--- config.mk ---
export PLATFORM = sky130hd
export DESIGN_NAME = embox_mc
export DESIGN_NICKNAME = d
export VERILOG_FILES = /design/src/rtl/embox_mc.sv
export SDC_FILE = /design/constraint.sdc
export NUM_CORES = 2
export LEC_CHECK = 0
export CORE_ASPECT_RATIO = 0.75
export CORE_UTILIZATION = 48
export DETAILED_ROUTE_END_ITERATION = 8
export RECOVER_POWER = 100
export SKIP_LAST_GASP = 1
export SLEW_MARGIN = 20
export SYNTH_ARGS = -nofsm -noshare
export SYNTH_HDL_FRONTEND = slang
export SYNTH_SLANG_ARGS = --single-unit
--- constraint.sdc ---
create_clock -name clk -period 9.6 [get_ports clk]
set_clock_uncertainty 0.2 [all_clocks]
set_input_delay 0.96 -clock clk [delete_from_list [all_inputs] [get_ports clk]]
set_output_delay 0.96 -clock clk [all_outputs]
set_load 0.05 [all_outputs]
--- src/rtl/embox_mc.sv ---
// embox_mc: multi-channel 64-bit mailbox behind a 32-bit memory interface.
// Each channel is an independent FIFO with fill count, sticky overflow flag
// and a programmable interrupt threshold.
module embox_mc #(
  parameter int DW   = 32,
  parameter int RFAW = 5,
  parameter int FAW  = 4,
  parameter int NCH  = 2
) (
  input  logic            clk,
  input  logic            reset,
  input  logic            mi_en,
  input  logic            mi_we,
  input  logic [19:0]     mi_addr,
  input  logic [DW-1:0]   mi_din,
  output logic [DW-1:0]   mi_dout,
  output logic [NCH-1:0]  embox_not_empty,
  output logic [NCH-1:0]  embox_full,
  output logic [NCH-1:0]  embox_irq
);

  localparam int CW    = RFAW - 2;
  localparam int DEPTH = 1 << FAW;

  logic [CW-1:0]   chan;
  logic [1:0]      regsel;
  logic            unused_addr_bits;
  logic [DW-1:0]   rdata;

  logic [2*DW-1:0] head    [NCH];
  logic [FAW:0]    cnt_v   [NCH];
  logic [FAW:0]    thr_v   [NCH];
  logic [NCH-1:0]  ovf_v;
  logic [NCH-1:0]  ien_v;

  assign chan             = mi_addr[RFAW+1:4];
  assign regsel           = mi_addr[3:2];
  assign unused_addr_bits = ^{mi_addr[19:RFAW+2], mi_addr[1:0]};

  for (genvar c = 0; c < NCH; c++) begin : g_ch
    logic [2*DW-1:0] mem [DEPTH];
    logic [FAW-1:0]  wr_ptr, rd_ptr;
    logic [FAW:0]    cnt, cnt_next, thr, thr_next, thr_eff;
    logic [DW-1:0]   shadow;
    logic            ovf, ien, ien_next, irq_q;
    logic            sel, is_full, is_empty;
    logic            push, push_ok, pop_ok, cfg_wr, stat_wr, lo_wr;

    assign sel      = mi_en && (32'(chan) == c);
    assign is_full  = (cnt == (FAW+1)'(DEPTH));
    assign is_empty = (cnt == '0);
    assign lo_wr    = sel && mi_we && (regsel == 2'd0);
    assign push     = sel && mi_we && (regsel == 2'd1);
    assign stat_wr  = sel && mi_we && (regsel == 2'd2);
    assign cfg_wr   = sel && mi_we && (regsel == 2'd3);
    assign push_ok  = push && !is_full;
    assign pop_ok   = sel && !mi_we && (regsel == 2'd1) && !is_empty;

    // Next count and config so the interrupt tracks the same edge as the count
    always_comb begin
      cnt_next = cnt;
      if (push_ok)
        cnt_next = cnt + 1'b1;
      else if (pop_ok)
        cnt_next = cnt - 1'b1;
      thr_next = cfg_wr ? mi_din[FAW:0] : thr;
      ien_next = cfg_wr ? mi_din[16] : ien;
      thr_eff  = (thr_next == '0) ? (FAW+1)'(1) : thr_next;
    end

    // FIFO storage, written only on an accepted push
    always_ff @(posedge clk) begin
      if (push_ok)
        mem[wr_ptr] <= {mi_din, shadow};
    end

    // Channel control state: pointers, count, flags, config, shadow, interrupt
    always_ff @(posedge clk or posedge reset) begin
      if (reset) begin
        wr_ptr <= '0;
        rd_ptr <= '0;
        cnt    <= '0;
        ovf    <= 1'b0;
        thr    <= '0;
        ien    <= 1'b0;
        shadow <= '0;
        irq_q  <= 1'b0;
      end else begin
        if (lo_wr)
          shadow <= mi_din;
        if (push_ok)
          wr_ptr <= wr_ptr + 1'b1;
        if (pop_ok)
          rd_ptr <= rd_ptr + 1'b1;
        if (push && is_full)
          ovf <= 1'b1;
        else if (stat_wr && mi_din[2])
          ovf <= 1'b0;
        cnt   <= cnt_next;
        thr   <= thr_next;
        ien   <= ien_next;
        irq_q <= ien_next && (cnt_next >= thr_eff);
      end
    end

    assign head[c]            = mem[rd_ptr];
    assign cnt_v[c]           = cnt;
    assign thr_v[c]           = thr;
    assign ovf_v[c]           = ovf;
    assign ien_v[c]           = ien;
    assign embox_not_empty[c] = !is_empty;
    assign embox_full[c]      = is_full;
    assign embox_irq[c]       = irq_q;
  end

  // Read mux; unmapped channels and empty FIFOs read as zero
  always_comb begin
    rdata = '0;
    for (int i = 0; i < NCH; i++) begin
      if (32'(chan) == i) begin
        case (regsel)
          2'd0: rdata = embox_not_empty[i] ? head[i][DW-1:0] : '0;
          2'd1: rdata = embox_not_empty[i] ? head[i][2*DW-1:DW] : '0;
          2'd2: begin
            rdata[0]       = embox_not_empty[i];
            rdata[1]       = embox_full[i];
            rdata[2]       = ovf_v[i];
            rdata[8+FAW:8] = cnt_v[i];
          end
          default: begin
            rdata[FAW:0] = thr_v[i];
            rdata[16]    = ien_v[i];
          end
        endcase
      end
    end
  end

  // Registered read data, held between reads
  always_ff @(posedge clk or posedge reset) begin
    if (reset)
      mi_dout <= '0;
    else if (mi_en && !mi_we)
      mi_dout <= rdata;
  end

endmodule

; ---- Word-level counts from Yosys, hierarchy flattened
; Memories as Yosys holds them, arrays and structs flattened.
; Cells that the tools add are included.
[word_totals]
ff_bits = 138
latchBits = 0
ramBits = 2048
romBits = 0
inputBits = 56
out_inout_bits = 38
mem_count = 2
[op_classes]
add_sub_neg = 8
multipliers = 0
n_div = 0
n_lt_le_gt_ge = 2
n_eq_ne = 6
n_shift = 0
mux = 38
n_bitwise = 0
reduce_logical = 40
[memory_table]
columns = memory, words, width, rd, rd_ports_with_merged_regs, write_ports, line
row1 = g_ch[0].mem, 16, 64, 1, 0, 1, 41  ; logic [2*DW-1:0] mem [DEPTH];
row2 = g_ch[1].mem, 16, 64, 1, 0, 1, 41
[ops]
columns = operator, n
row1 = 32-bit two-way mux, 6
row2 = 15-bit one-hot mux with 2 select lines, 2
row3 = 5-bit two-way mux, 8
row4 = 5-bit one-hot mux with 3 select lines, 2
row5 = 1-bit logical AND, 27
row6 = 3-bit one-hot mux with 2 select lines, 4
row7 = 5-bit zero test, 4
row8 = 3-bit one-hot mux with 3 select lines, 2
row9 = "4-bit by 1-bit adder with 4-bit output, second input constant", 4
row10 = 2-bit one-hot mux with 3 select lines, 2
row11 = "5-bit by 1-bit adder with 5-bit output, second input constant", 2
row12 = "5-bit == test, second input constant", 2
row13 = 5-bit greater-or-equal comparator, 2
row14 = 1-bit two-way mux, 10
row15 = "5-bit by 1-bit subtractor with 5-bit output, second input constant", 2
row16 = 1-bit one-hot mux with 3 select lines, 2
row17 = 1-bit zero test, 5
row18 = "2-bit == test, second input constant", 2
row19 = 2-bit nonzero test, 2
row20 = "3-bit by 1-bit == test with 1-bit output, second input constant", 1
row21 = 3-bit zero test, 1
row22 = "2-bit by 1-bit == test with 1-bit output, second input constant", 1
row23 = 2-bit zero test, 1

; ---- Depth between registers and ports, before layout
[logic_depth]
depth_word = 9
ltp_mapped = 16

; ---- Worst setup path before layout
; No wires, ideal clock.
[synth_timing]
kind = input to register
start = input mi_addr[5]
end = memory g_ch[0].mem[0][0] in the netlist's numbering, enable pin
setup_time_ps = 644
arrival_time_ps = 8164
slack_ps = 592
cell_stages = 5
n_path_buf = 1
cell_sequence = nor3_1 > nand3_1 > or3_1 > clkbuf_1 > nor4_1
[synth_between]
elab_chain_len = 7
[synth_lines]
columns = item, line
row1 = start: declaration, 14  ; input logic [19:0] mi_addr,
row2 = 3-bit zero test, 49  ; assign sel = mi_en && (32'(chan) == c);
row3 = 1-bit logical AND, 49
row4 = 1-bit logical AND (2 in series), 53  ; assign push = sel && mi_we && (regsel == 2'd1);
row5 = 1-bit logical AND, 56  ; assign push_ok = push && !is_full;
row6 = 1-bit two-way mux, 73  ; if (push_ok)
row7 = 1-bit two-way mux (implied by the code), 74  ; mem[wr_ptr] <= {mi_din, shadow};
row8 = end: declaration, 41
; No other way between the ends.

; ---- Worst setup path after layout
[layout_timing]
start = input mi_addr[3]
end = memory g_ch[0].mem[10][27] in the netlist's numbering, enable pin
[layout_between]
elab_chain_len = 5
[layout_lines]
columns = item, line
row1 = 2-bit by 1-bit == test with 1-bit output, 53
row2 = 1-bit logical AND, 53
row3 = 1-bit logical AND, 56
row4 = 1-bit two-way mux, 73
row5 = 1-bit two-way mux (implied by the code), 74
; No other way between the ends.

==> metrics.md <==
| Metric | Value |
|---|---|
| Status | `finished, violations left` |
| Failing checks | `max-capacitance violations, max-slew violations` |
| Power Total | `~21000 µW` |
| Routed len/inst | `30.48 µm` |
| Die height | `365.1 µm` |
| Final critical-path share of the clock period | `0.7350` |
| Cells after Synth | `3728` |
| Crit path DAT | `between 7 and 8 ns` |
| Syn Area/Cell | `22.63 µm²` |
| Worst Path Required | `9.83 ns` |
| Die area | `about 180000 µm²` |
| Sequential area share after synthesis | `0.7698` |
| Yosys warnings | `0` |
| Max_slew headroom | `-2.213` |
| Cell count of the worst hold path | `2` |
| Comb pwr share | `0.102` |
| Switching share of power | `0.2309` |
| Hold Buf Count CTS | `0` |
| Setup TNS | `0 ns` |
| Row count | `132` |
| Crit path max fanout | `54` |
| Slew Viols, Final | `roughly 1600` |
| Internal power | `~16000 µW` |
| Drt first pass iters | `6` |
| RSZ-0062 raised after global routing | `no` |
| Vias | `39120` |
| Post-synth EDFFs | `between 2000 and 2500` |
| NetSw | `4840 µW` |
| Vias/cell | `6.061` |
| Yosys reg bits | `2186` |
| Clk sink count | `between 2000 and 2500` |
| Synth unique cells | `64` |
| Slowest-stage cell, CP | `clkbuf_1` |
| IR drop worst, VDD | `around 0.26 mV` |
| Clk pwr share | `0.377` |
| Synth-to-Final Area Change | `11.82%` |
| Post-CTS sizing | `0` |
| Startpoint Class | `input pin` |
| Initial antenna violation count | `7` |
| Crit path depth | `8` |
| Most common cell after layout, fill and taps aside | `edfxtp_1` |
| Final GP Congestion | `0.7765` |
| Worst setup startpoint | `mi_addr[3]` |
| Worst-Margin Slew | `4.794 ns` |
| Setup Fix Bufs, Post-CTS | `0` |
| Most frequent CP cell | `buf_4` |
| Number of global-route vias before repair | `39610` |
| Mapped Nets | `3810` |
| Clock buffer depth | `3` |
| Initial DRC Count | `4378` |
| Global route overflow | `0` |
| Cell-by-cell trace of the critical path | `dlygate4sd3_1 -> buf_4 -> nand2b_1 -> clkbuf_1 -> or3_1 -> nor2_1 -> and3_1 -> buf_4` |
| Pre-CTS setup slack | `4.063 ns` |
| Gr usage total | `0.2247` |
| Type of the worst setup path | `input pin to flip-flop` |
| Commonest cells after routing, fill and taps aside | `edfxtp_1, mux4_2, clkbuf_16` |
| Post-Syn Area | `84380 µm²` |
| Endpoint class of the critical path | `flip-flop` |
| Post-Synth Adder-Cell Area | `0.003855` |
| Post-Synth XOR/XNOR Area | `0.002076` |
| Post-route ant nets | `0` |
| Max-cap check violation count | `52` |
| R2r worst-path depth | `7` |
| CTS tree | `built` |
| CP top delay family | `buffers and inverters` |
| Cell Pwr Density | `222.2 nW/µm²` |
| Worst Hold Class | `flip-flop to flip-flop` |
| Final #Nets | `~4000` |
| Sequential Power Share | `0.521` |
| Pin count of the biggest net entering global routing | `116` |
| Die W | `486.1 µm` |
| R2r endpoint | `g_ch[0].mem[12][21]` |
| Combinational family with the most area after synthesis | `multiplexers` |
| CP max stage delay | `3.08 ns` |
| Clock Latency Late Sink | `0.84 ns` |
| Compound-Gate Fraction of Synth Area | `0.01736` |
| Post-DP HPWL | `roughly 100000 µm` |
| TritonCTS Buffers | `200` |
| Proportion of layout cells with a drive suffix above 1 | `0.2487` |
| Leak | `0.02976 µW` |
| Htree depth | `4` |
| Root Buffer | `clkbuf_16` |
| Placeable Area | `between 150000 and 200000 µm²` |
| Crit path buffers/inverters | `4` |
| Clock Pin Slew Worst Setup and Hold Paths | `0.06 ns` |
| Number of port buffers | `78` |
| Final setup viols | `0` |
| Post-synth ARST share | `0.06313` |
| Final hold vios | `0` |
| Final wirelength | `196700 µm` |
| Max Fclk | `about 0.14 GHz` |
| Critical Path End | `g_ch[0].mem[10][27]` |
| Final worst setup slack | `2.544 ns` |
| Initial Util | `0.4861` |
| Post-Synth Simple-Gate Area | `0.01566` |
| Num ports | `94` |
| Reg-to-Reg Start | `g_ch[0].cnt[0]` |
| First-pass GRT wire length | `285300 µm` |
| Top_reg_cell synth | `edfxtp_1` |
| FF-to-FF setup slack | `about 3.0 ns` |
| DRC | `0` |
| Mux cell area share after synthesis | `0.1773` |
| Min Tclk post-route | `7.056 ns` |
[power by group through the flow]
stage	Combinational (µW)	Clock [µW]	Sequential, µW
after detailed placement	2200	0	11100
after global placement	2190	0	11100
after CTS	2210	8050	10900
after floorplan	1710	0	11000
final	2140	7900	10900
after global routing	2300	8400	11000
[how the worst min path moves through the flow]
stage | startpoint | endpoint | slack (ns)
floorplan | g_ch[0].ovf | g_ch[0].ovf | 0.28
global placement | g_ch[0].ovf | g_ch[0].ovf | 0.30
detailed placement | g_ch[0].ien | g_ch[0].ien | 0.32
CTS | g_ch[0].ien | g_ch[0].ien | 0.33
global route | g_ch[0].ien | g_ch[0].ien | 0.35
finish | g_ch[0].ovf | g_ch[0].ovf | 0.33
[logic make-up (layout without fill, tap and decap cells)]
group,Yosys count,after routing
DFF,2186,2186
muxes,792,792
and+or+nand+nor,262,262
buffers and inverters,235,609
AOI/OAI and AO/OA,207,207
adders and majority gates,26,26
xor gates and xnor gates,20,20
other,0,7
[cell type report]
| cell class | count | area (µm²) |
|---|---|---|
| Clock buffer | 281 | 5665 |
| Clock inverter | 92 | 850.8 |
| Multi-Input combinational cell | 1307 | 18240 |
| Inverter | 34 | 132.6 |
| Antenna cell | 7 | 17.52 |
| Timing Repair Buffer | 202 | 1539 |
| Sequential cell | 2186 | 64970 |
| Fill cell | 13050 | 79230 |
| Tap cell | 2345 | 2934 |
[Yosys cell counts (8+ instances only)]
master,count,area (µm²)
a21oi_1,19,95.09
a22oi_1,25,187.7
a31oi_1,9,56.30
and3_1,14,87.58
buf_1,19,71.32
buf_2,88,440.4
buf_4,32,240.2
buf_6,9,101.4
clkbuf_1,53,198.9
dfrtp_1,138,3453
edfxtp_1,2048,61500
ha_1,26,325.3
inv_1,30,112.6
mux2_2,80,900.9
mux2i_1,158,1582
mux4_2,554,12480
nand2_1,79,296.5
nand3_1,33,165.2
nand4_1,10,62.56
nor2_1,51,191.4
nor2b_1,10,62.56
nor3_1,23,115.1
nor4_1,12,75.07
o211ai_1,21,157.7
o21ai_0,23,115.1
o221ai_1,14,122.6
o22ai_1,38,237.7
or3_1,8,50.05
xnor2_1,17,148.9
[flip-flops by register name (all words and copies together) (netlist names)]
signal	flops
g_ch.ien	2
g_ch.cnt	10
g_ch.shadow	64
g_ch.thr	10
g_ch.irq_q	2
g_ch.mem	2048
g_ch.wr_ptr	8
g_ch.rd_ptr	8
g_ch.ovf	2
mi_dout	32
[stage by stage]
step                      cell area [µm²]  hold WS [ns]  std cells  utilization
after floorplan                     84380        0.2758       3728            -
after global placement              88290        0.2980       6072       0.5086
after detailed placement            88270        0.3156       6072       0.5085
after CTS                           94790        0.3291       6445       0.5461
after global routing                94330        0.3487       6448       0.5435
final                               94350        0.3314       6454       0.5435
[worst reg2reg max path, cell delays in order (launching register included)]
cell and delay (ns):
dfrtp_1 0.45, inv_1 0.12, ha_1 0.24, and4bb_2 0.29, nor4_1 1.45, nand3_1 0.36
nor2_1 1.45, clkbuf_2 1.56
[per-layer routing]
layer | GRT usage | vias to the layer above | wire, µm
met4 | 0.05121 | 4 | 3899
met2 | 0.3433 | 1294 | 91750
met3 | 0.03999 | 266 | 12400
met1 | 0.3395 | 21350 | 88660
li1 | - | 16210 | -
met5 | 0 | - | 27
No activity file was read; power rests on OpenSTA's default activity.
